--- config.mk ---
export PLATFORM = sky130hd
export DESIGN_NAME = fetch_unit
export DESIGN_NICKNAME = d
export VERILOG_FILES = /design/src/rtl/fetch_unit.sv
export SDC_FILE = /design/constraint.sdc
export NUM_CORES = 1
export LEC_CHECK = 0
export BUFFER_PORTS_ARGS = -buffer_cell sky130_fd_sc_hd__buf_2
export CORE_MARGIN = 5
export CORE_UTILIZATION = 35
export DETAILED_ROUTE_END_ITERATION = 7
export PLACE_DENSITY_LB_ADDON = 0.15
export REMOVE_ABC_BUFFERS = 1
export SLEW_MARGIN = 0
export SYNTH_ARGS = -nofsm -noshare
export SYNTH_HDL_FRONTEND = slang
export SYNTH_SLANG_ARGS = --single-unit
--- constraint.sdc ---
create_clock -name clk -period 8.5 [get_ports clk]
set_input_delay 1.275 -clock clk [delete_from_list [all_inputs] [get_ports clk]]
set_output_delay 1.275 -clock clk [all_outputs]
set_load 0.03 [all_outputs]
--- src/rtl/fetch_unit.sv ---
`default_nettype none
// ============================================================================
//  Module      : fetch_unit
//  Description : Instruction fetch stage. Owns the PC, issues word-aligned
//                reads to instruction memory and buffers the returned words
//                in an in-order queue that feeds decode as IR/PC pairs.
//                A redirect reloads the PC, flushes the queue and kills any
//                responses still in flight.
//  Revision    : 1.0 - initial release
// ============================================================================
module fetch_unit #(
    parameter logic [31:0] RESET_PC = 32'h0000_0000,
    parameter int          DEPTH    = 2
) (
    input  logic        clk,
    input  logic        rst,
    output logic        imem_req_valid,
    input  logic        imem_req_ready,
    output logic [31:0] imem_req_addr,
    input  logic        imem_resp_valid,
    input  logic [31:0] imem_resp_data,
    input  logic        redirect_valid,
    input  logic [31:0] redirect_pc,
    output logic        ir_valid,
    input  logic        ir_ready,
    output logic [31:0] ir,
    output logic [31:0] ir_pc
);

    localparam int C_PTR_W  = (DEPTH > 1) ? $clog2(DEPTH) : 1;
    localparam int C_CNT_W  = $clog2(DEPTH + 1);
    localparam int C_SUM_W  = C_CNT_W + 1;
    // Killed requests can pile up across several redirects while memory is
    // slow, so the drop counter is wider than the live in-flight counter.
    localparam int C_DROP_W = 8;
    localparam logic [C_PTR_W-1:0] C_LAST    = C_PTR_W'(DEPTH - 1);
    localparam logic [C_SUM_W-1:0] C_DEPTH_V = C_SUM_W'(DEPTH);

    // Architectural state
    logic [31:0]         pc_q, pc_d;
    logic                started_q, started_d;
    logic [C_CNT_W-1:0]  live_q, live_d;     // in-flight requests whose data is wanted
    logic [C_CNT_W-1:0]  cnt_q, cnt_d;       // instructions held in the queue
    logic [C_DROP_W-1:0] drop_q, drop_d;     // in-flight requests to be discarded

    // Instruction queue {word, pc}
    logic [31:0]         qw_q [DEPTH];
    logic [31:0]         qw_d [DEPTH];
    logic [31:0]         qp_q [DEPTH];
    logic [31:0]         qp_d [DEPTH];
    logic [C_PTR_W-1:0]  qh_q, qh_d, qt_q, qt_d;

    // Addresses of live in-flight requests, in issue order
    logic [31:0]         ap_q [DEPTH];
    logic [31:0]         ap_d [DEPTH];
    logic [C_PTR_W-1:0]  ah_q, ah_d, at_q, at_d;

    logic w_credit;
    logic w_fire;
    logic w_resp_live;
    logic w_resp_drop;
    logic w_push;
    logic w_pop;
    logic w_have;
    logic w_unused_redir_lo;

    function automatic logic [C_PTR_W-1:0] ptr_inc(input logic [C_PTR_W-1:0] p);
        return (p == C_LAST) ? '0 : p + 1'b1;
    endfunction

    // Only live requests consume credit; killed ones do not need a queue slot.
    assign w_credit    = ({1'b0, live_q} + {1'b0, cnt_q}) < C_DEPTH_V;
    assign w_have      = !rst && (cnt_q != '0);

    assign imem_req_valid = !rst && started_q && !redirect_valid && w_credit;
    assign imem_req_addr  = pc_q;
    assign ir_valid       = w_have && !redirect_valid;
    assign ir             = w_have ? qw_q[qh_q] : 32'h0;
    assign ir_pc          = w_have ? qp_q[qh_q] : 32'h0;

    // Responses are in order, so pending drops always belong to the oldest requests.
    assign w_fire      = imem_req_valid && imem_req_ready;
    assign w_resp_drop = imem_resp_valid && (drop_q != '0);
    assign w_resp_live = imem_resp_valid && (drop_q == '0);
    assign w_push      = w_resp_live && !redirect_valid;
    assign w_pop       = ir_valid && ir_ready;

    assign w_unused_redir_lo = ^redirect_pc[1:0];

    // Next-state computation for PC, counters, queue and address tracker
    always_comb begin
        pc_d      = pc_q;
        started_d = 1'b1;
        live_d    = live_q;
        cnt_d     = cnt_q;
        drop_d    = drop_q;
        qw_d      = qw_q;
        qp_d      = qp_q;
        qh_d      = qh_q;
        qt_d      = qt_q;
        ap_d      = ap_q;
        ah_d      = ah_q;
        at_d      = at_q;

        if (redirect_valid) begin
            // Everything still in flight after this cycle becomes a drop.
            pc_d   = {redirect_pc[31:2], 2'b00};
            live_d = '0;
            cnt_d  = '0;
            qh_d   = '0;
            qt_d   = '0;
            ah_d   = '0;
            at_d   = '0;
            drop_d = drop_q + C_DROP_W'(live_q) - C_DROP_W'(imem_resp_valid);
        end else begin
            if (w_fire) begin
                ap_d[at_q] = pc_q;
                at_d       = ptr_inc(at_q);
                pc_d       = pc_q + 32'd4;
            end
            if (w_resp_drop) begin
                drop_d = drop_q - C_DROP_W'(1);
            end
            if (w_resp_live) begin
                qw_d[qt_q] = imem_resp_data;
                qp_d[qt_q] = ap_q[ah_q];
                qt_d       = ptr_inc(qt_q);
                ah_d       = ptr_inc(ah_q);
            end
            if (w_pop) begin
                qh_d = ptr_inc(qh_q);
            end
            live_d = live_q + C_CNT_W'(w_fire) - C_CNT_W'(w_resp_live);
            cnt_d  = cnt_q + C_CNT_W'(w_push) - C_CNT_W'(w_pop);
        end
    end

    // State registers with synchronous reset taking priority over everything
    always_ff @(posedge clk) begin
        if (rst) begin
            pc_q      <= RESET_PC;
            started_q <= 1'b0;
            live_q    <= '0;
            cnt_q     <= '0;
            drop_q    <= '0;
            qh_q      <= '0;
            qt_q      <= '0;
            ah_q      <= '0;
            at_q      <= '0;
            for (int i = 0; i < DEPTH; i++) begin
                qw_q[i] <= '0;
                qp_q[i] <= '0;
                ap_q[i] <= '0;
            end
        end else begin
            pc_q      <= pc_d;
            started_q <= started_d;
            live_q    <= live_d;
            cnt_q     <= cnt_d;
            drop_q    <= drop_d;
            qh_q      <= qh_d;
            qt_q      <= qt_d;
            ah_q      <= ah_d;
            at_q      <= at_d;
            qw_q      <= qw_d;
            qp_q      <= qp_d;
            ap_q      <= ap_d;
        end
    end

endmodule
`default_nettype wire

==> impl_results.md, run 1 <==
* ANT cells at 0
* CP max-delay cell: buf_4
* Total area of sequential cells at 4631 µm²
* Nets at 1508
* Largest net degree at the start of global routing at 94
* Avg Inst Size Synth at 8.152 µm²
* Post-CTS Setup Repair Bufs at 0
* Starting Density at 35.22%
* Remaining DRCs at 0
* Power Total at 0.002863 W
* Critical path peak fanout at 77
* Hpwl dp at 19.05 mm
* Ratio of cells with drive above 1 in the final layout at 17.13%
* Worst-path clk slew at 0.06 ns
* Post-synth top area share at 43.27%
* Number of buffers created by CTS at 28
* Chip Width at 184.7 µm
* DIE HEIGHT at 184.7 µm
* Post-cts sizing count at 0
* # rows at 64
* Skew final at 0.009417 ns
* Placed Area at 11650 µm²
* Htree depth at 1
* Synthesis-stage register bit count at 231
* Largest family of logic cells by synthesized area: simple AND/OR/NAND/NOR gates
* Final Setup Violations at 0
* Area of the multi-input gates at 5484 µm²
* Worst-margin pin slew at 1.155 ns
* Cell count after placement at 1778
* Via density at 5.082
* Worst setup SP type: input pin
* Tmin final at 4.453 ns
* Hold Buf Count CTS at 0
* Sequential area share after synthesis at 43.27%
* Final worst setup slack at 4.047 ns
* Root Driver: clkbuf_16
* Post-synthesis mux area share at 8.932%
* Post-synth top flop: dfxtp_1
* Die Area at 34130 µm²
* Vias in the first global route at 8659
* Simple-Gate Fraction of Synth Area at 20.08%
* Lkg Pwr at 4.382 nW
* First-pass GRT wire length at 47.62 mm
* Final Hold Vio Count at 0
* Slew margin rel. at 23.03%
* Post-Synth XOR/XNOR Area at 1.803%
* R2r setup slk at 4.60 ns
* Routed WL at 30.36 mm
* Leading post-synthesis cells by cell area: dfxtp_1, mux2i_1, nand2_1
* Status: finished, final reports clean
* Synth Instances at 1311
* Number of I/O pins at 168
* Dpl ws at 3.997 ns
* GRT Util Overall at 17.09%
* Pwr dens at 226.6 nW/µm²
* Via count at 9280
* DRT Pass-1 Iters at 4
* Number of port buffers at 161
* Adder-cell area share of the yosys netlist at 3.184%
* Crit path DAT at 3.18 ns
* Largest stage delay on the critical path at 0.50 ns
* Grt ovf at 0
* Maximum VDD drop at 0.1637 mV
* RSZ-0062 raised after global routing: false
* GP Congestion at 0.7749
* Synth Area in Compound Gates at 16.92%
* Leading area contributor after synthesis: dfxtp_1
* WP data required at 7.22 ns
* Post-synth EDFFs at 0
* Synth async-reset ratio at 0%
* Starting DRT DRC Count at 439
* Detail Route Antenna Nets at 0
* Max clock buf depth at 3
* CTS tree: yes
* Final Instance Area at 12640 µm²
* WL/cell at 16.62 µm
* Final Max Slew Viols at 0
* Worst hold path class: flop to flop
* Clock latency on the worst-skew pair at 0.53 ns
* Non-Filler Instances at 1826
* Post-Syn Area at 10690 µm²
* Clock sink total at 231
* Max-Cap Viols at 0
* Setup tns final at 0 ns
* Crit-path cells: buf_6 -> inv_1 -> o21ai_4 -> buf_4 -> nor2_1 -> buf_2
* Area Overhead vs Synth at 18.23%
* Fmax at 224.6 MHz
* CP endpoint kind: output port
* Synth cell types at 66
* Core area at 30350 µm²
* Number of fillers in the final layout at 3188
* Ys Warns at 0
* CP Class: input pin to output port
* Crit share post-route at 52.39%
* Antenna violations before repair at 0
## layer usage
metal | vias to the layer above | wire length (µm) | global-route usage [%]
met5 | - | 0 | 0
met4 | 0 | 457 | 3.699
met3 | 36 | 1622 | 2.427
met2 | 207 | 14420 | 29.13
met1 | 4323 | 13860 | 23.15
li1 | 4714 | - | -
## worst paths after layout
| path | depth (start not counted) | from | endpoint |
|---|---|---|---|
| worst max-delay path | 6 | rst | ir_pc[20] |
| worst min-delay path | 2 | qw_q[58] | qw_q[58] |
| worst max register to register | 13 | cnt_q[0] | live_q[1] |
| worst min register to register | 2 | qw_q[58] | qw_q[58] |
## state kept, by name, summed over array words and instances, names as in the netlist
signal / flops
qh_q: 1
live_q: 2
ah_q: 1
qt_q: 1
drop_q: 8
started_q: 1
ap_q: 60
imem_req_addr: 30
qp_q: 60
qw_q: 64
at_q: 1
cnt_q: 2
## logic make-up after synthesis
logic type               Yosys count
flip-flops                       231
other                              1
AND/OR/NAND/NOR                  494
buffers and inverters            140
XOR/XNOR                          22
multiplexers                      95
AO/OA/AOI/OAI                    302
adder cells (fa/ha/maj)           26
## critical path, delay by kind of cell
kind,cells,cell delay (ns)
compound gates,1,0.34
simple gates,1,0.12
buf+inv,4,1.34
## cells in the mapped netlist, types with 24 or more instances
cell,number
a211oi_1,62
o21ai_0,40
clkbuf_1,61
ha_1,24
buf_2,29
a21oi_1,144
mux2i_1,92
nand2_1,231
dfxtp_1,231
inv_1,31
nand3_1,49
nor2_1,151
## power breakdown
group | total, W | leakage, nW | internal (W) | switching (W)
logic | 0.000424 | 2.02 | 0.000171 | 0.000253
clock network | 0.00125 | 0.485 | 0.000786 | 0.000468
registers | 0.00119 | 1.87 | 0.00113 | 0.0000511
## final cells by class
| type | instances | share of cell area [%] |
|---|---|---|
| Clock inverter | 9 | 1.000 |
| Inverter | 32 | 0.9506 |
| Clock buffer | 39 | 6.763 |
| Timing Repair Buffer | 176 | 7.318 |
| Multi-Input combinational cell | 943 | 43.40 |
| Tap cell | 396 | 3.921 |
| Sequential cell | 231 | 36.65 |
## through the flow
step           hold WS (ns)  utilization, %
2_1_floorplan        0.4296               -
3_3_place_gp         0.4408           38.40
3_5_place_dp         0.4461           38.40
4_1_cts              0.4543           41.64
5_1_grt              0.4722           41.64
6_report             0.4514           41.64
## cell usage in the layout, fill, tap and decap left out, types with 9 or more instances in the layout
master	n
dfxtp_1	228
o21ai_0	40
ha_1	24
mux2i_1	92
and2_1	9
nand2_1	231
nor2_1	150
a21oi_1	144
inv_1	31
a31oi_1	13
nand3_1	49
o211ai_1	13
buf_2	160
xnor2_1	15
buf_4	15
clkbuf_16	30
a211oi_1	62
Note: power is estimated with default switching activity, not from simulation.
==> run 2: changes to the inputs <==
clock period = 3.6 ns   (was 8.5 ns; I/O delays follow)
==> run 2 against run 1 <==
Against the previous run:
- via count is 0.24% lower
- utilization is 0.31 points higher
- sequential power is 140% higher
- clock power is 120% higher
- routed wire length hardly changed
- sequential cell count stayed put
- final cell count is 0.55% higher
- critical endpoint is now imem_req_valid
- largest power group is now sequential cells
==> impl_results.md, run 2 (synthesized netlist as in run 1, its figures left out) <==
* Die Area at 34130 µm² (unchanged)
* Met2 Use GR at 28.71% (was 29.13%)
* RSZ-0062 raised after global routing: false (unchanged)
* Crit path DAT at 2.40 ns (was 3.18 ns)
* Total area of sequential cells at 4631 µm² (unchanged)
* Detail Route Antenna Nets at 0 (unchanged)
* Final Instance Area at 12730 µm² (was 12640 µm²)
* Status: finished, final reports clean (unchanged)
* Htree depth at 1 (unchanged)
* Maximum VDD drop at 0.4215 mV (was 0.1637 mV)
* Tmin final at 2.940 ns
* Clock sink total at 231 (unchanged)
* First-pass GRT wire length at 47.61 mm (was 47.62 mm)
* DRT Pass-1 Iters at 4 (unchanged)
* WP data required at 3.06 ns (was 7.22 ns)
* Switching power share of the total at 27.34% (was 26.96%)
* Final Hold Vio Count at 0 (unchanged)
* Post-CTS Setup Repair Bufs at 0 (unchanged)
* Fmax at 340.2 MHz
* Worst setup SP type: flop (was input pin)
* Root Driver: clkbuf_16 (unchanged)
* Switching power at 0.001808 W (was 0.0007717 W)
* CP Class: flop to output port (was input pin to output port)
* Largest regs: qw_q: 64 flops, ap_q: 60 flops, qp_q: 60 flops (unchanged)
* Largest net degree at the start of global routing at 188 (was 94)
* CP endpoint kind: output port (unchanged)
* Slew margin rel. at 24.83% (was 23.03%)
* Remaining DRCs at 0 (unchanged)
* Dpl ws at 0.7502 ns (was 3.997 ns)
* Number of port buffers at 161 (unchanged)
* Number of fillers in the final layout at 3122 (was 3188)
* Most frequent cells in the layout: nand2_1, dfxtp_1, buf_2 (unchanged)
* Hpwl dp at 19.69 mm (was 19.05 mm)
* Core area at 30350 µm² (unchanged)
* WL/cell at 16.55 µm (was 16.62 µm)
* Global-route met3 utilization at 2.408% (was 2.427%)
* Pint at 0.004805 W (was 0.002091 W)
* Skew final at 0.01350 ns (was 0.009417 ns)
* Top reg by flops: qw_q (unchanged)
* Worst-path clk slew at 0.06 ns (about the same)
* Routed WL at 30.38 mm (was 30.36 mm)
* Critical path peak fanout at 4 (was 77)
* CTS tree: yes (unchanged)
* Worst hold path class: input pin to flop (was flop to flop)
* GP Congestion at 0.7947 (was 0.7749)
* GRT Util Overall at 17.04% (was 17.09%)
* Antenna violations before repair at 0 (unchanged)
* Final worst setup slack at 0.6602 ns (was 4.047 ns)
* Starting DRT DRC Count at 576 (was 439)
* Setup tns final at 0 ns (unchanged)
* Largest register FFs at 64 (unchanged)
* Sequential Power Share at 42.3% (was 41.4%)
* Starting Density at 35.22% (unchanged)
* Hold Buf Count CTS at 0 (unchanged)
* Nets at 1516 (was 1508)
* Number of buffers created by CTS at 27 (was 28)
* Worst-margin pin slew at 1.128 ns (was 1.155 ns)
* Met1 usage at 23.45% (was 23.15%)
* Utilization after layout at 41.94% (was 41.64%)
* Comb power frac at 15.3% (was 14.8%)
* Placed Area at 11790 µm² (was 11650 µm²)
* Clock Power Share at 42.4% (was 43.8%)
* # rows at 64 (unchanged)
* DIE HEIGHT at 184.7 µm (unchanged)
* Via count at 9258 (was 9280)
* Most Crowded Layer GR: met2 (unchanged)
* Power Total at 0.006613 W (was 0.002863 W)
* Ratio of cells with drive above 1 in the final layout at 17.71% (was 17.13%)
* Lkg Pwr at 4.434 nW (was 4.382 nW)
* Clock latency on the worst-skew pair at 0.54 ns (was 0.53 ns)
* Grt ovf at 0 (unchanged)
* Final Setup Violations at 0 (unchanged)
* Commonest non-fill, non-tap cell in the layout: nand2_1 (unchanged)
* Vias in the first global route at 8672 (was 8659)
* Area Overhead vs Synth at 19.11% (was 18.23%)
* Area of the multi-input gates at 5479 µm² (was 5484 µm²)
* Max-Cap Viols at 0 (unchanged)
* Post-cts sizing count at 0 (unchanged)
* Max clock buf depth at 3 (unchanged)
* ANT cells at 0 (unchanged)
* Crit share post-route at 81.66%
* Via density at 5.042 (was 5.082)
* Chip Width at 184.7 µm (unchanged)
* Final Max Slew Viols at 0 (unchanged)
* Number of I/O pins at 168 (unchanged)
* Pwr dens at 519.5 nW/µm² (was 226.6 nW/µm²)
## run 2: changes by cell type in the layout (fill, tap and decap cells not counted), sizes merged
| cell | before | now |
|---|---|---|
| buf | 176 | 185 |
| clkbuf | 39 | 42 |
| bufinv | 3 | 1 |
| clkinv | 4 | 5 |
| clkinvlp | 1 | 0 |
## run 2: final timing paths
| path | endpoint | cells after the start | slack (ns) | start |
|---|---|---|---|---|
| setup / recovery | imem_req_valid | 4 | 0.66 | cnt_q[0] |
| hold / removal | imem_req_addr[27] | 3 | 0.23 | redirect_pc[27] |
| setup reg to reg | imem_req_addr[30] | 9 | 0.75 | cnt_q[0] |
| hold reg to reg | ap_q[18] | 2 | 0.45 | ap_q[18] |
## run 2: metrics by stage
stage	cells	hold WS [ns]
detailed placement	1787	0.4458
floorplan	1206	0.4296
global route	1836	0.2294
global placement	1787	0.4409
CTS	1836	0.2090
finish	1836	0.2289
## run 2: final cells by class
cell class,instances,share of cell area [%]
clock buffer,42,6.772
clock inverter,7,0.5897
inverter,32,0.9436
multi-input combinational,943,43.04
sequential,231,36.38
tap,396,3.892
timing repair buffer,185,8.384
## run 2: power by group through the flow
stage	clock, W	sequential (W)	combinational, W
CTS	0.00289	0.00280	0.00102
global placement	0	0.00285	0.00101
global route	0.00299	0.00282	0.00114
floorplan	0	0.00286	0.000683
finish	0.00280	0.00280	0.00101
detailed placement	0	0.00286	0.00102
## run 2: critical path, cell delays in order (launching register included)
cell	delay, ns
dfxtp_1	0.42
and2_1	0.18
fa_1	0.43
nor4b_1	0.54
buf_2	0.30
## run 2: layer usage
layer  vias to the layer above  share of wire, %
li1                       4725                 -
met1                      4314                48
met2                       184                46
met3                        35               4.4
met4                         0               1.8
met5                         -                 0
==> run 3: changes to the inputs <==
clock period = 2.5 ns   (was 3.6 ns; I/O delays follow)
==> run 3 against run 2 <==
Against the previous run:
- setup slack worse by 0.60 ns
- clock-buffer cell count rose by 1
- non-clock buffer count up 23
- global-route usage up 0.41 points
- clock skew is 0.0034 ns higher
- first-iteration DRC count fell by 12%
- die area did not move
- clock power rose by 50%
- combinational power is 56% higher
- hold slack worse by 0.18 ns
- highest routed layer unchanged
==> impl_results.md, run 3 (synthesized netlist as in run 1, its figures left out) <==
* Core area at 30350 µm² (unchanged)
* R2r setup slk at 0.12 ns (was 0.75 ns)
* Max clock buf depth at 3 (unchanged)
* Most frequent cells in the layout: nand2_1, dfxtp_1, buf_2 (unchanged)
* Worst hold path class: input pin to flop (unchanged)
* Status: finished, final reports clean (unchanged)
* GP Congestion at 0.8011 (was 0.7947)
* Chip Width at 184.7 µm (unchanged)
* DR WL met2 at 14.22 mm (was 14.03 mm)
* Uppermost layer routed: met4 (unchanged)
* Area Overhead vs Synth at 22.42% (was 19.11%)
* GRT Util Overall at 17.44% (was 17.04%)
* Worst setup SP type: flop (unchanged)
* Fmax at 409.7 MHz
* Detail Route Antenna Nets at 0 (unchanged)
* Htree depth at 1 (unchanged)
* Nets at 1539 (was 1516)
* Vias in the first global route at 9011 (was 8672)
* Slew margin rel. at 45.14% (was 24.83%)
* Maximum VDD drop at 0.4940 mV (was 0.4215 mV)
* Power Total at 0.009793 W (was 0.006613 W)
* Die Area at 34130 µm² (unchanged)
* Number of I/O pins at 168 (unchanged)
* Largest regs: qw_q: 64 flops, ap_q: 60 flops, qp_q: 60 flops (unchanged)
* Routed WL at 30.76 mm (was 30.38 mm)
* Starting DRT DRC Count at 505 (was 576)
* Worst-margin pin slew at 0.8229 ns (was 1.128 ns)
* Switching power share of the total at 26.51% (was 27.34%)
* DIE HEIGHT at 184.7 µm (unchanged)
* Grt ovf at 0 (unchanged)
* Clock sink total at 231 (unchanged)
* Root Driver: clkbuf_16 (unchanged)
* Number of buffers created by CTS at 27 (unchanged)
* Max-Cap Viols at 0 (unchanged)
* Via count at 9403 (was 9258)
* CP endpoint kind: output port (unchanged)
* Tmin final at 2.441 ns
* Final worst setup slack at 0.05892 ns (was 0.6602 ns)
* Utilization after layout at 43.11% (was 41.94%)
* # rows at 64 (unchanged)
* Final Setup Violations at 0 (unchanged)
* Hpwl dp at 19.99 mm (was 19.69 mm)
* Crit share post-route at 97.64%
* Switching power at 0.002596 W (was 0.001808 W)
* Sequential Power Share at 40.8% (was 42.3%)
* Clock Power Share at 43.0% (was 42.4%)
* Number of port buffers at 161 (unchanged)
* Via density at 5.061 (was 5.042)
* Largest net degree at the start of global routing at 148 (was 188)
* Largest register FFs at 64 (unchanged)
* ANT cells at 0 (unchanged)
* Critical path peak fanout at 2 (was 4)
* CTS tree: yes (unchanged)
* Pwr dens at 748.5 nW/µm² (was 519.5 nW/µm²)
* Final Max Slew Viols at 0 (unchanged)
* Dpl ws at 0.02195 ns (was 0.7502 ns)
* Clock latency on the worst-skew pair at 0.54 ns (about the same)
* Final Hold Vio Count at 0 (unchanged)
* RSZ-0062 raised after global routing: true (was false)
* WL met3 at 1.376 mm (was 1.335 mm)
* Comb power frac at 16.2% (was 15.3%)
* Lkg Pwr at 4.600 nW (was 4.434 nW)
* Skew final at 0.01691 ns (was 0.01350 ns)
* Pint at 0.007197 W (was 0.004805 W)
* Antenna violations before repair at 0 (unchanged)
* Top reg by flops: qw_q (unchanged)
* Commonest non-fill, non-tap cell in the layout: nand2_1 (unchanged)
* DRT Pass-1 Iters at 4 (unchanged)
* Ratio of cells with drive above 1 in the final layout at 19.15% (was 17.71%)
* WP data required at 2.12 ns (was 3.06 ns)
* First-pass GRT wire length at 48.98 mm (was 47.61 mm)
* Met1 WL at 14.44 mm (was 14.47 mm)
* WL/cell at 16.55 µm (about the same)
* Starting Density at 35.22% (unchanged)
* Remaining DRCs at 0 (unchanged)
* Worst-path clk slew at 0.06 ns (about the same)
* Crit path DAT at 2.07 ns (was 2.40 ns)
* CP Class: flop to output port (unchanged)
[run 3: cell types whose count changed in the layout (fill, tap and decap cells not counted), moves of 3 or more]
cell       previous run  this run
buf_4                18        34
clkbuf_1              2         6
clkbuf_8             13        10
bufinv_16             1         4
buf_12                6        14
clkinv_2              5         1
[run 3: final cells by class]
type	instances	area, µm²
Inverter	32	122.6
Sequential cell	231	4632
Clock inverter	5	125.1
Timing Repair Buffer	208	1343
Tap cell	396	495.5
Clock buffer	43	835.8
Fill cell	3094	17270
Multi-Input combinational cell	943	5530
[run 3: final timing paths]
check / from / to / cells after the start
min reg2reg: ap_q[10] / ap_q[10] / 2
min: redirect_pc[27] / imem_req_addr[27] / 3
max reg2reg: live_q[0] / imem_req_addr[30] / 9
max: live_q[0] / imem_req_valid / 4
[run 3: layer usage]
layer / vias up / GRT usage (%)
met5: - / 0
met1: 4403 / 23.83
met2: 179 / 29.21
met3: 49 / 2.605
met4: 0 / 4.140
li1: 4772 / -
[run 3: power groups by stage]
stage / clock network [W] / logic (W) / registers (W)
after floorplan: 0 / 0.000984 / 0.00412
after global placement: 0 / 0.00156 / 0.00407
after detailed placement: 0 / 0.00157 / 0.00408
after CTS: 0.00434 / 0.00159 / 0.00399
after global routing: 0.00449 / 0.00177 / 0.00402
final: 0.00421 / 0.00158 / 0.00400
[run 3: repair_timing]
item,in CTS,in global routing
setup buffers,0,1
hold buffers,0,0
pin swaps,0,1
resized for setup,4,7
setup endpoints to repair,1,28
[run 3: worst max-delay path: stages, from the launching register on]
cell and delay, ns:
dfxtp_1 0.31, and2_1 0.16, fa_1 0.49, nor4b_4 0.36, buf_4 0.22
[run 3: stage by stage]
step                      std cells  hold slack, ns  TNS (ns)  instance area, µm²
after CTS                      1857         0.03628         0               13040
after global routing           1858         0.05348  -0.02141               13080
after floorplan                1206          0.4296   -239.78               10200
after global placement         1809          0.4409         0               12060
after detailed placement       1809          0.4471         0               12060
final                          1858         0.05331         0               13080
